<file path="config.mk">
export PLATFORM = sky130hd
export DESIGN_NAME = uart_rx_fifo
export DESIGN_NICKNAME = d
export VERILOG_FILES = /design/src/rtl/uart_rx_fifo.sv
export SDC_FILE = /design/constraint.sdc
export NUM_CORES = 1
export LEC_CHECK = 0
export ABC_AREA = 1
export CAP_MARGIN = 20
export CORE_ASPECT_RATIO = 0.75
export CORE_MARGIN = 2
export CORE_UTILIZATION = 60
export CTS_CLUSTER_DIAMETER = 150
export DETAILED_ROUTE_END_ITERATION = 10
export PLACE_DENSITY = 0.78
export SLEW_MARGIN = 25
export SYNTH_ARGS = -nofsm -noshare
export SYNTH_HDL_FRONTEND = slang
export SYNTH_SLANG_ARGS = --single-unit
</file>
<file path="constraint.sdc">
create_clock -name clk -period 2.81 [get_ports clk]
set_clock_uncertainty 0.05 [all_clocks]
set_input_delay 0.281 -clock clk [delete_from_list [all_inputs] [get_ports clk]]
set_output_delay 0.281 -clock clk [all_outputs]
set_load 0.02 [all_outputs]
</file>
<file path="src/rtl/uart_rx_fifo.sv">
// uart_rx_fifo: 8N1 UART receiver feeding a first-word-fall-through FIFO.
// Received bytes are queued for the command interpreter. Bad stop bits pulse
// frame_error, and bytes dropped because the FIFO is full set a sticky overrun.
// Optional build macro UART_RX_PARITY_EN switches the frame to 8E1. With it,
// parity errors are folded into frame_error.
module uart_rx_fifo #(
  parameter int CLK_FREQ   = 25000000,
  parameter int BIT_RATE   = 115200,
  parameter int FIFO_DEPTH = 8
) (
  input  logic       clk,
  input  logic       reset,
  input  logic       rx,
  input  logic       read,
  output logic [7:0] rx_data,
  output logic       rx_empty,
  output logic       rx_full,
  output logic       frame_error,
  output logic       overrun
);

  localparam int CLKS_PER_BIT = CLK_FREQ / BIT_RATE;
  localparam int HALF         = CLKS_PER_BIT / 2;
  localparam int CW           = (CLKS_PER_BIT > 1) ? $clog2(CLKS_PER_BIT) : 1;
  localparam int AW           = $clog2(FIFO_DEPTH);

  localparam logic [CW-1:0] CNT_LAST = CW'(CLKS_PER_BIT - 1);
  localparam logic [CW-1:0] CNT_HALF = CW'(HALF - 1);
  localparam logic [AW:0]   CNT_FULL = (AW+1)'(FIFO_DEPTH);

`ifdef UART_RX_PARITY_EN
  typedef enum logic [2:0] {S_IDLE, S_START, S_DATA, S_PARITY, S_STOP} state_t;
`else
  typedef enum logic [1:0] {S_IDLE, S_START, S_DATA, S_STOP} state_t;
`endif

  // Receiver state.
  logic          sync1_q, sync2_q;
  logic          rxs;
  state_t        state_q, state_d;
  logic [CW-1:0] cnt_q, cnt_d;
  logic [2:0]    idx_q, idx_d;
  logic [7:0]    shift_q, shift_d;
  logic          push_q, push_d;
  logic          ferr_q, ferr_d;
`ifdef UART_RX_PARITY_EN
  logic          perr_q, perr_d;
`endif

  // FIFO state.
  logic [7:0]    mem_q [FIFO_DEPTH];
  logic [AW-1:0] wr_ptr_q, rd_ptr_q;
  logic [AW:0]   count_q, count_d;
  logic          overrun_q;
  logic          do_push, do_pop;

  assign rxs = sync2_q;

  // Two-flop synchroniser for the asynchronous serial line, idling high.
  always_ff @(posedge clk) begin
    if (reset) begin
      sync1_q <= 1'b1;
      sync2_q <= 1'b1;
    end else begin
      sync1_q <= rx;
      sync2_q <= sync1_q;
    end
  end

  // Receiver registers; reset aborts any frame in progress.
  always_ff @(posedge clk) begin
    if (reset) begin
      state_q <= S_IDLE;
      cnt_q   <= '0;
      idx_q   <= '0;
      shift_q <= '0;
      push_q  <= 1'b0;
      ferr_q  <= 1'b0;
`ifdef UART_RX_PARITY_EN
      perr_q  <= 1'b0;
`endif
    end else begin
      state_q <= state_d;
      cnt_q   <= cnt_d;
      idx_q   <= idx_d;
      shift_q <= shift_d;
      push_q  <= push_d;
      ferr_q  <= ferr_d;
`ifdef UART_RX_PARITY_EN
      perr_q  <= perr_d;
`endif
    end
  end

  // Receiver next state: start detect, mid-bit sampling, and stop check.
  always_comb begin
    state_d = state_q;
    cnt_d   = cnt_q + CW'(1);
    idx_d   = idx_q;
    shift_d = shift_q;
    push_d  = 1'b0;
    ferr_d  = 1'b0;
`ifdef UART_RX_PARITY_EN
    perr_d  = perr_q;
`endif
    unique case (state_q)
      S_IDLE: begin
        cnt_d = '0;
        if (!rxs) state_d = S_START;
      end
      S_START: begin
        if (cnt_q == CNT_HALF) begin
          cnt_d   = '0;
          idx_d   = '0;
          state_d = rxs ? S_IDLE : S_DATA;
        end
      end
      S_DATA: begin
        if (cnt_q == CNT_LAST) begin
          cnt_d   = '0;
          shift_d = {rxs, shift_q[7:1]};
          idx_d   = idx_q + 3'd1;
          if (idx_q == 3'd7) begin
`ifdef UART_RX_PARITY_EN
            state_d = S_PARITY;
`else
            state_d = S_STOP;
`endif
          end
        end
      end
`ifdef UART_RX_PARITY_EN
      S_PARITY: begin
        if (cnt_q == CNT_LAST) begin
          cnt_d   = '0;
          perr_d  = ^{shift_q, rxs};
          state_d = S_STOP;
        end
      end
`endif
      S_STOP: begin
        if (cnt_q == CNT_LAST) begin
          cnt_d   = '0;
          state_d = S_IDLE;
`ifdef UART_RX_PARITY_EN
          if (rxs && !perr_q) push_d = 1'b1;
          else                ferr_d = 1'b1;
`else
          if (rxs) push_d = 1'b1;
          else     ferr_d = 1'b1;
`endif
        end
      end
      default: state_d = S_IDLE;
    endcase
  end

  // A pop needs a head entry. A push into a full FIFO is only accepted
  // when a pop frees a slot in the same cycle.
  always_comb begin
    do_pop  = read && (count_q != '0);
    do_push = push_q && ((count_q != CNT_FULL) || do_pop);
    count_d = count_q;
    if (do_push && !do_pop)      count_d = count_q + 1'b1;
    else if (!do_push && do_pop) count_d = count_q - 1'b1;
  end

  // FIFO storage, pointers, occupancy and the sticky overrun flag.
  // shift_q is stable until the next DATA state, so it is written directly
  // in the cycle after the stop sample.
  always_ff @(posedge clk) begin
    if (reset) begin
      for (int unsigned i = 0; i < FIFO_DEPTH; i++) mem_q[i] <= '0;
      wr_ptr_q  <= '0;
      rd_ptr_q  <= '0;
      count_q   <= '0;
      overrun_q <= 1'b0;
    end else begin
      if (do_push) begin
        mem_q[wr_ptr_q] <= shift_q;
        wr_ptr_q        <= wr_ptr_q + 1'b1;
      end
      if (do_pop) rd_ptr_q <= rd_ptr_q + 1'b1;
      count_q <= count_d;
      if (push_q && !do_push) overrun_q <= 1'b1;
    end
  end

  assign rx_data     = mem_q[rd_ptr_q];
  assign rx_empty    = (count_q == '0);
  assign rx_full     = (count_q == CNT_FULL);
  assign frame_error = ferr_q;
  assign overrun     = overrun_q;

endmodule
</file>
==> flow_summary.json, run 1 <==
{
  "setup_viol": 0,
  "cp-end-kind": "output port",
  "viasPerCell": 5.63,
  "max_freq_mhz": 380,
  "final_antenna_net_count": 0,
  "nFillCells": 565,
  "ff2ff_setup_slack_ps": 470,
  "antenna_found_initial": 0,
  "startpoint_type": "register",
  "nets": 515,
  "place_inst": 591,
  "htreeDepth": 3,
  "worstPathMaxFanout": 28,
  "ys_ff_latch": 103,
  "die_h_um": 80.2,
  "diodes": 0,
  "synth_top_family_by_area": "simple AND/OR/NAND/NOR gates",
  "hpwl_mm": 6.45,
  "pwr-share-clk_pct": 25.4,
  "setup_tns_ps": 0,
  "p_leak_nw": 1.79,
  "post-route-drc-count": 0,
  "p_seq_share_pct": 44.9,
  "final_core_util_pct": 68.9,
  "path_buf_inv": 3,
  "drt_pass1_iterations": 5,
  "coreArea_um2": 7430,
  "routed-via-count": 3415,
  "p_sw_share_pct": 32.9,
  "worstMarginPinSlew_ps": 441,
  "slew_viol_final": 0,
  "ir_worst_vdd_mv": 0.542,
  "comb_power_share_pct": 29.7,
  "worst_slack_ps": 177,
  "ys_types": 33,
  "synth_nets": 499,
  "die_width_um": 106,
  "synth_adder_area_share_pct": 2.86,
  "clk_pin_slew_worst_paths_ps": 100,
  "gp_congestion": 0.913,
  "p_switching_mw": 1.33,
  "synth-xor-area-share_pct": 1.13,
  "worstReg2RegEnd": "count_q[3]",
  "grt_pass1_vias": 3145,
  "overflow": 0,
  "seq_area_um2": 2700,
  "numCtsBuffers": 9,
  "synthCells": 485,
  "crit_type": "reg -> out",
  "cp.depth": 7,
  "num_io_pins": 16,
  "routed_wl_mm": 9.53,
  "rows": 27,
  "wl_per_cell_um": 15.7,
  "clk_latency_ps": 360,
  "clockBufferDepth": 2,
  "cap_violations": 0,
  "reg2reg_depth": 14,
  "critical_path_required_ps": 2480,
  "io_buffers": 15,
  "fin_crit_ps": 2630,
  "yosysWarnings": 0,
  "rsz0062_at_grt": "false",
  "place_ws_ps": 409,
  "drt_iter0_markers": 348,
  "dieArea_um2": 8460,
  "worst_path_most_repeated_cell": "nand2_1",
  "crit_family": "buffers and inverters",
  "cp_slowest_stage_delay_ps": 600,
  "hold_class": "reg -> reg",
  "grt_pass1_wl_mm": 15.9,
  "multi_input_area_um2": 1700,
  "cp_slowest_cell": "clkdlybuf4s50_1",
  "grt_use_total_pct": 24.8,
  "start_util_pct": 62.4,
  "synth_area_um2": 4640,
  "fin_crit_sh_pct": 93.7,
  "worstPathArrival_ps": 2300,
  "avgSynthCellArea_um2": 9.57,
  "p_int_mw": 2.72,
  "syn_to_final_growth_pct": 10.4,
  "ctsHoldBuffers": 0,
  "grt_max_degree": 33,
  "clkSinkCount": 103,
  "tritoncts": "built",
  "crit_path_end": "rx_data[3]",
  "r2r-start": "count_q[0]",
  "outcome": "completed",
  "crit_chain": "inv_1 > buf_12 > nor2_1 > o32ai_1 > nand2_1 > nand2_1 > clkdlybuf4s50_1",
  "powerDensity_nw_per_um2": 790,
  "clockRootBuffer": "clkbuf_8",
  "drive_above_1_share_pct": 9.88,
  "max_slew_margin_pct": 70.4,
  "synthMuxAreaShare_pct": 0,
  "fin_cells": 607,
  "yosysSeqAreaShare_pct": 58.2,
  "finalHoldViolCount": 0,
  "synth_compound_area_share_pct": 9.19,
  "synth-simple-area-share_pct": 23.5
}
-- flip-flops by register name, summed over array words and instances (netlist names), named ones only --
| name | flops |
|---|---|
| mem_q | 64 |
| cnt_q | 8 |
| shift_q | 8 |
| count_q | 4 |
| idx_q | 3 |
| rd_ptr_q | 3 |
| wr_ptr_q | 3 |
| frame_error | 1 |
| overrun | 1 |
| push_q | 1 |
| rxs | 1 |
| state_q | 1 |
| sync1_q | 1 |
-- metrics by stage --
| step | cell area (um2) | hold WS, ps | power, mW |
|---|---|---|---|
| detailed placement | 4890 | 352 | 3.04 |
| global route | 5120 | 399 | 4.25 |
| global placement | 4890 | 343 | 3.00 |
| finish | 5120 | 378 | 4.05 |
| CTS | 5120 | 376 | 4.05 |
| floorplan | 4640 | 335 | 2.63 |
-- layer usage --
metal / routed length (um) / vias to the layer above / global-route usage, %
met5: 0 / - / 0
met4: 76 / 0 / 5.53
met3: 1020 / 11 / 7.71
met2: 4040 / 152 / 37.0
met1: 4400 / 1593 / 36.0
li1: - / 1659 / -
-- kinds of logic after synthesis --
group | Yosys count
xor gates and xnor gates | 6
buffers and inverters | 57
adders and majority gates | 10
DFF | 103
and+or+nand+nor | 236
AOI/OAI and AO/OA | 73
-- timing repair --
action	in CTS	in global routing
resized for setup	0	1
endpoints found under the hold margin	0	0
buffers inserted	0	0
setup endpoints to repair	0	8
-- cell usage after synthesis, drive strengths merged --
master	number	share of area (%)
o21ai	34	3.7
xor2	4	0.75
nand3	17	3.8
buf	3	0.62
nand4	3	0.40
and3	1	0.13
nor3	4	0.43
clkinv	9	0.73
inv	33	2.7
nor4	1	0.46
o32ai	16	3.0
nor3b	2	0.32
edfxtp	64	41
dfxtp	39	17
nor2	140	12
a31oi	1	0.13
fa	1	0.43
or2	2	0.27
xnor2	2	0.38
a21oi	22	2.4
clkbuf	12	0.97
ha	9	2.4
nand2	66	5.9
-- worst min path at each step --
stage | start | end | slack [ps] | cells after the start
2_1_floorplan | rx | sync1_q | 330 | 1
4_1_cts | sync1_q | rxs | 380 | 1
3_5_place_dp | sync1_q | rxs | 350 | 1
5_1_grt | sync1_q | rxs | 400 | 1
3_3_place_gp | sync1_q | rxs | 340 | 1
6_report | sync1_q | rxs | 380 | 1
-- cell type report --
type                    instances  share of cell area [%]
multi-input cells             325                    33.3
well taps                     101                    2.47
inverters                      42                    3.13
clock inverters                 7                    2.03
flip-flops and latches        103                    52.8
repair buffers                 20                    3.91
clock buffers                   9                    2.42
-- placed cells by master (no fill, tap or decap), types with 3 or more instances in the layout --
cell type and count:
nand2_1 61, nor3_1 4, nor2_2 9, o32ai_1 16, clkdlybuf4s50_1 15, nand3_2 3
nor2_1 131, buf_4 4, nand3_4 6, xor2_1 4, o21ai_0 32, nand3_1 8
nand4_1 3, nand2_4 3, ha_1 9, clkbuf_8 9, edfxtp_1 64, dfxtp_1 38
clkinv_1 9, inv_1 31, a21oi_1 22
-- power by group through the flow --
stage	clock, mW	combinational, mW	sequential (mW)
floorplan	0	0.818	1.81
global placement	0	1.16	1.84
detailed placement	0	1.19	1.84
CTS	1.04	1.20	1.81
global route	1.08	1.33	1.83
finish	1.03	1.20	1.82
Power figures use the tool's default switching activity.
==> inputs of run 2 (changes only) <==
--- a/config.mk
+++ b/config.mk
@@ -5,7 +5,6 @@
 export SDC_FILE = /design/constraint.sdc
 export NUM_CORES = 1
 export LEC_CHECK = 0
-export ABC_AREA = 1
 export CAP_MARGIN = 20
 export CORE_ASPECT_RATIO = 0.75
 export CORE_MARGIN = 2
==> constraint.sdc (replaced) <==
create_clock -name clk -period 2.6 [get_ports clk]
set_clock_uncertainty 0.05 [all_clocks]
set_input_delay 0.26 -clock clk [delete_from_list [all_inputs] [get_ports clk]]
set_output_delay 0.26 -clock clk [all_outputs]
set_load 0.02 [all_outputs]
==> run 2 against run 1 <==
- first-iteration DRC count down 47%
- largest cell class unchanged
- cell area grew 1.0%
- critical path depth increased by 3
- die area down 1.0%
- via count decreased by 19%
- synthesized area is 1.1% lower
- core utilization increased by 1.3 points
- worst hold slack better by 11 ps
- wire length decreased by 10%
- total power shrank 16%
==> flow_summary.json, run 2 <==
{
  "viasPerCell": 5.62,
  "clockRootBuffer": "clkbuf_8",
  "rsz0062_at_grt": "false",
  "clk_pin_slew_worst_paths_ps": 90,
  "ys_ff_latch": 103,
  "powerDensity_nw_per_um2": 659,
  "largest-register": "mem_q",
  "clockBufferDepth": 2,
  "worstMarginPinSlew_ps": 585,
  "reg2reg_depth": 10,
  "start_util_pct": 62.4,
  "dieArea_um2": 8380,
  "holdPathEnd": "rxs",
  "largest_reg_flops": 64,
  "drive_above_1_share_pct": 19.3,
  "ff2ff_setup_slack_ps": 130,
  "min-delay-start": "sync1_q",
  "yosysWarnings": 0,
  "yosys-top-cells-count": "and2_1 (64), edfxtp_1 (64), dfxtp_1 (39)",
  "diodes": 0,
  "die_width_um": 105,
  "syn_to_final_growth_pct": 12.7,
  "nFillCells": 540,
  "seq_area_um2": 2700,
  "antenna_found_initial": 0,
  "drt_pass1_iterations": 4,
  "ys_top_cells_by_area": "edfxtp_1 (42%), dfxtp_1 (17%), and2_1 (8.7%)",
  "slew_viol_final": 0,
  "overflow": 0,
  "nets": 398,
  "grt_pass1_wl_mm": 14.0,
  "synth_area_um2": 4590,
  "post-route-drc-count": 0,
  "ys_types": 44,
  "crit_type": "reg -> reg",
  "drt_iter0_markers": 186,
  "routed_wl_mm": 8.57,
  "final_cell_mix": "and2_1 (64), edfxtp_1 (64), nor2_1 (38), dfxtp_1 (38), mux4_2 (16)",
  "yosysSeqAreaShare_pct": 58.9,
  "setup_viol": 0,
  "critical_path_required_ps": 2810,
  "clk_latency_ps": 370,
  "netlist.area_leader.share_pct": 41.9,
  "routed-via-count": 2753,
  "synth_ff_type": "edfxtp_1",
  "gp_congestion": 0.805,
  "synth.largest_area_cell": "edfxtp_1",
  "wl_per_cell_um": 17.5,
  "rows": 27,
  "final_antenna_net_count": 0,
  "avgSynthCellArea_um2": 13.0,
  "grt_use_total_pct": 22.4,
  "tritoncts": "built",
  "synth_edf_count": 64,
  "max_freq_mhz": 404,
  "p_leak_nw": 1.89,
  "setup_tns_ps": 0,
  "ys_async_sr_fraction_pct": 0,
  "grt_pass1_vias": 2760,
  "hold_class": "reg -> reg",
  "ir_worst_vdd_mv": 0.371,
  "worstPathArrival_ps": 2680,
  "synth_nets": 368,
  "worstReg2RegEnd": "count_q[3]",
  "num_io_pins": 16,
  "clkSinkCount": 103,
  "multi_input_area_um2": 1840,
  "cap_violations": 0,
  "max_slew_margin_pct": 60.8,
  "die_h_um": 79.8,
  "outcome": "completed",
  "fin_crit_sh_pct": 95.1,
  "coreArea_um2": 7360,
  "startpoint_type": "register",
  "r2r-start": "count_q[1]",
  "synthCells": 354,
  "cp-end-kind": "register",
  "largestRegisters": "mem_q x64, cnt_q x8, shift_q x8",
  "hpwl_mm": 5.96,
  "hold_path_depth": 1,
  "ctsHoldBuffers": 0,
  "fin_crit_ps": 2470,
  "placed_cell_area_um2": 4960,
  "grt_max_degree": 24,
  "io_buffers": 15,
  "stdcell_area_um2": 5170,
  "worstPathMaxFanout": 4,
  "finalHoldViolCount": 0,
  "htreeDepth": 3,
  "numCtsBuffers": 9,
  "holdWs_ps": 389
}
-- run 2: changes by cell type after synthesis, moves of 9 or more --
cell and change:
o21ai_0 -27, inv_1 -23, mux2_2 +9, nor2_2 -9, a21oi_1 -15, clkinv_1 -9, mux4_2 +16, nor2_1 -93
and2_1 +64, mux2i_1 +12, o32ai_1 -16, or2_2 +9, nand2_1 -54
-- run 2: kinds of logic (layout without fill, tap and decap cells) --
logic type	Yosys count	after routing	share of synthesized area [%]
buffers and inverters	20	55	1.72
adders and majority gates	10	10	2.89
AOI/OAI and AO/OA	24	24	3.54
xor gates and xnor gates	11	11	2.10
and+or+nand+nor	149	149	18.2
DFF	103	103	58.9
muxes	37	37	12.7
-- run 2: report_power, final --
part / total, mW / internal, mW / switching, mW
sequential: 1.84 / 1.80 / 0.0351
combinational: 0.631 / 0.322 / 0.309
clock: 0.937 / 0.431 / 0.505
total: 3.41 / 2.56 / 0.850
-- run 2: layout make-up --
cell class	instances	share of cell area (%)
clock buffers	13	3.29
clock inverters	3	0.314
inverters	8	0.629
multi-input cells	231	35.6
flip-flops and latches	103	52.3
well taps	101	2.44
repair buffers	31	5.42
-- run 2: metrics by stage --
stage | setup WS [ps] | total power [mW] | cells | util, %
6_report | 126 | 3.41 | 490 | 70.3
5_1_grt | 7.82 | 3.54 | 490 | 70.3
4_1_cts | 8.93 | 3.42 | 489 | 69.8
3_5_place_dp | 39.2 | 2.52 | 473 | 67.4
3_3_place_gp | 94.5 | 2.50 | 473 | 67.4
2_1_floorplan | 4.55 | 2.29 | 354 | -
-- run 2: timing repair --
item | in CTS | in global routing
buffers inserted | 0 | 1
pin swaps | 0 | 2
endpoints found under the setup margin | 6 | 3
resized for setup | 6 | 7
-- run 2: worst max-delay path, stage by stage, from the launching register on --
cell,delay (ps)
dfxtp_1,320
or4b_4,580
o21ai_4,140
inv_1,60
ha_2,190
inv_4,80
ha_4,210
a21oi_4,150
a211oi_1,80
a31oi_1,160
mux2_2,350
-- run 2: worst max-delay path by stage --
stage | start | cells past startpoint | to
after floorplan | count_q[2] | 10 | count_q[3]
after global placement | count_q[3] | 10 | count_q[3]
after detailed placement | count_q[3] | 10 | count_q[3]
after CTS | register | 4 | rx_data[0]
after global routing | count_q[3] | 10 | count_q[3]
final | count_q[1] | 10 | count_q[3]
-- run 2: per-layer routing --
layer | track usage, % | wire length [um] | up-vias
met1 | 30.5 | 3920 | 1354
met4 | 6.13 | 99 | 0
met5 | 0 | 0 | -
li1 | - | - | 1331
met2 | 36.4 | 4050 | 59
met3 | 5.47 | 496 | 9
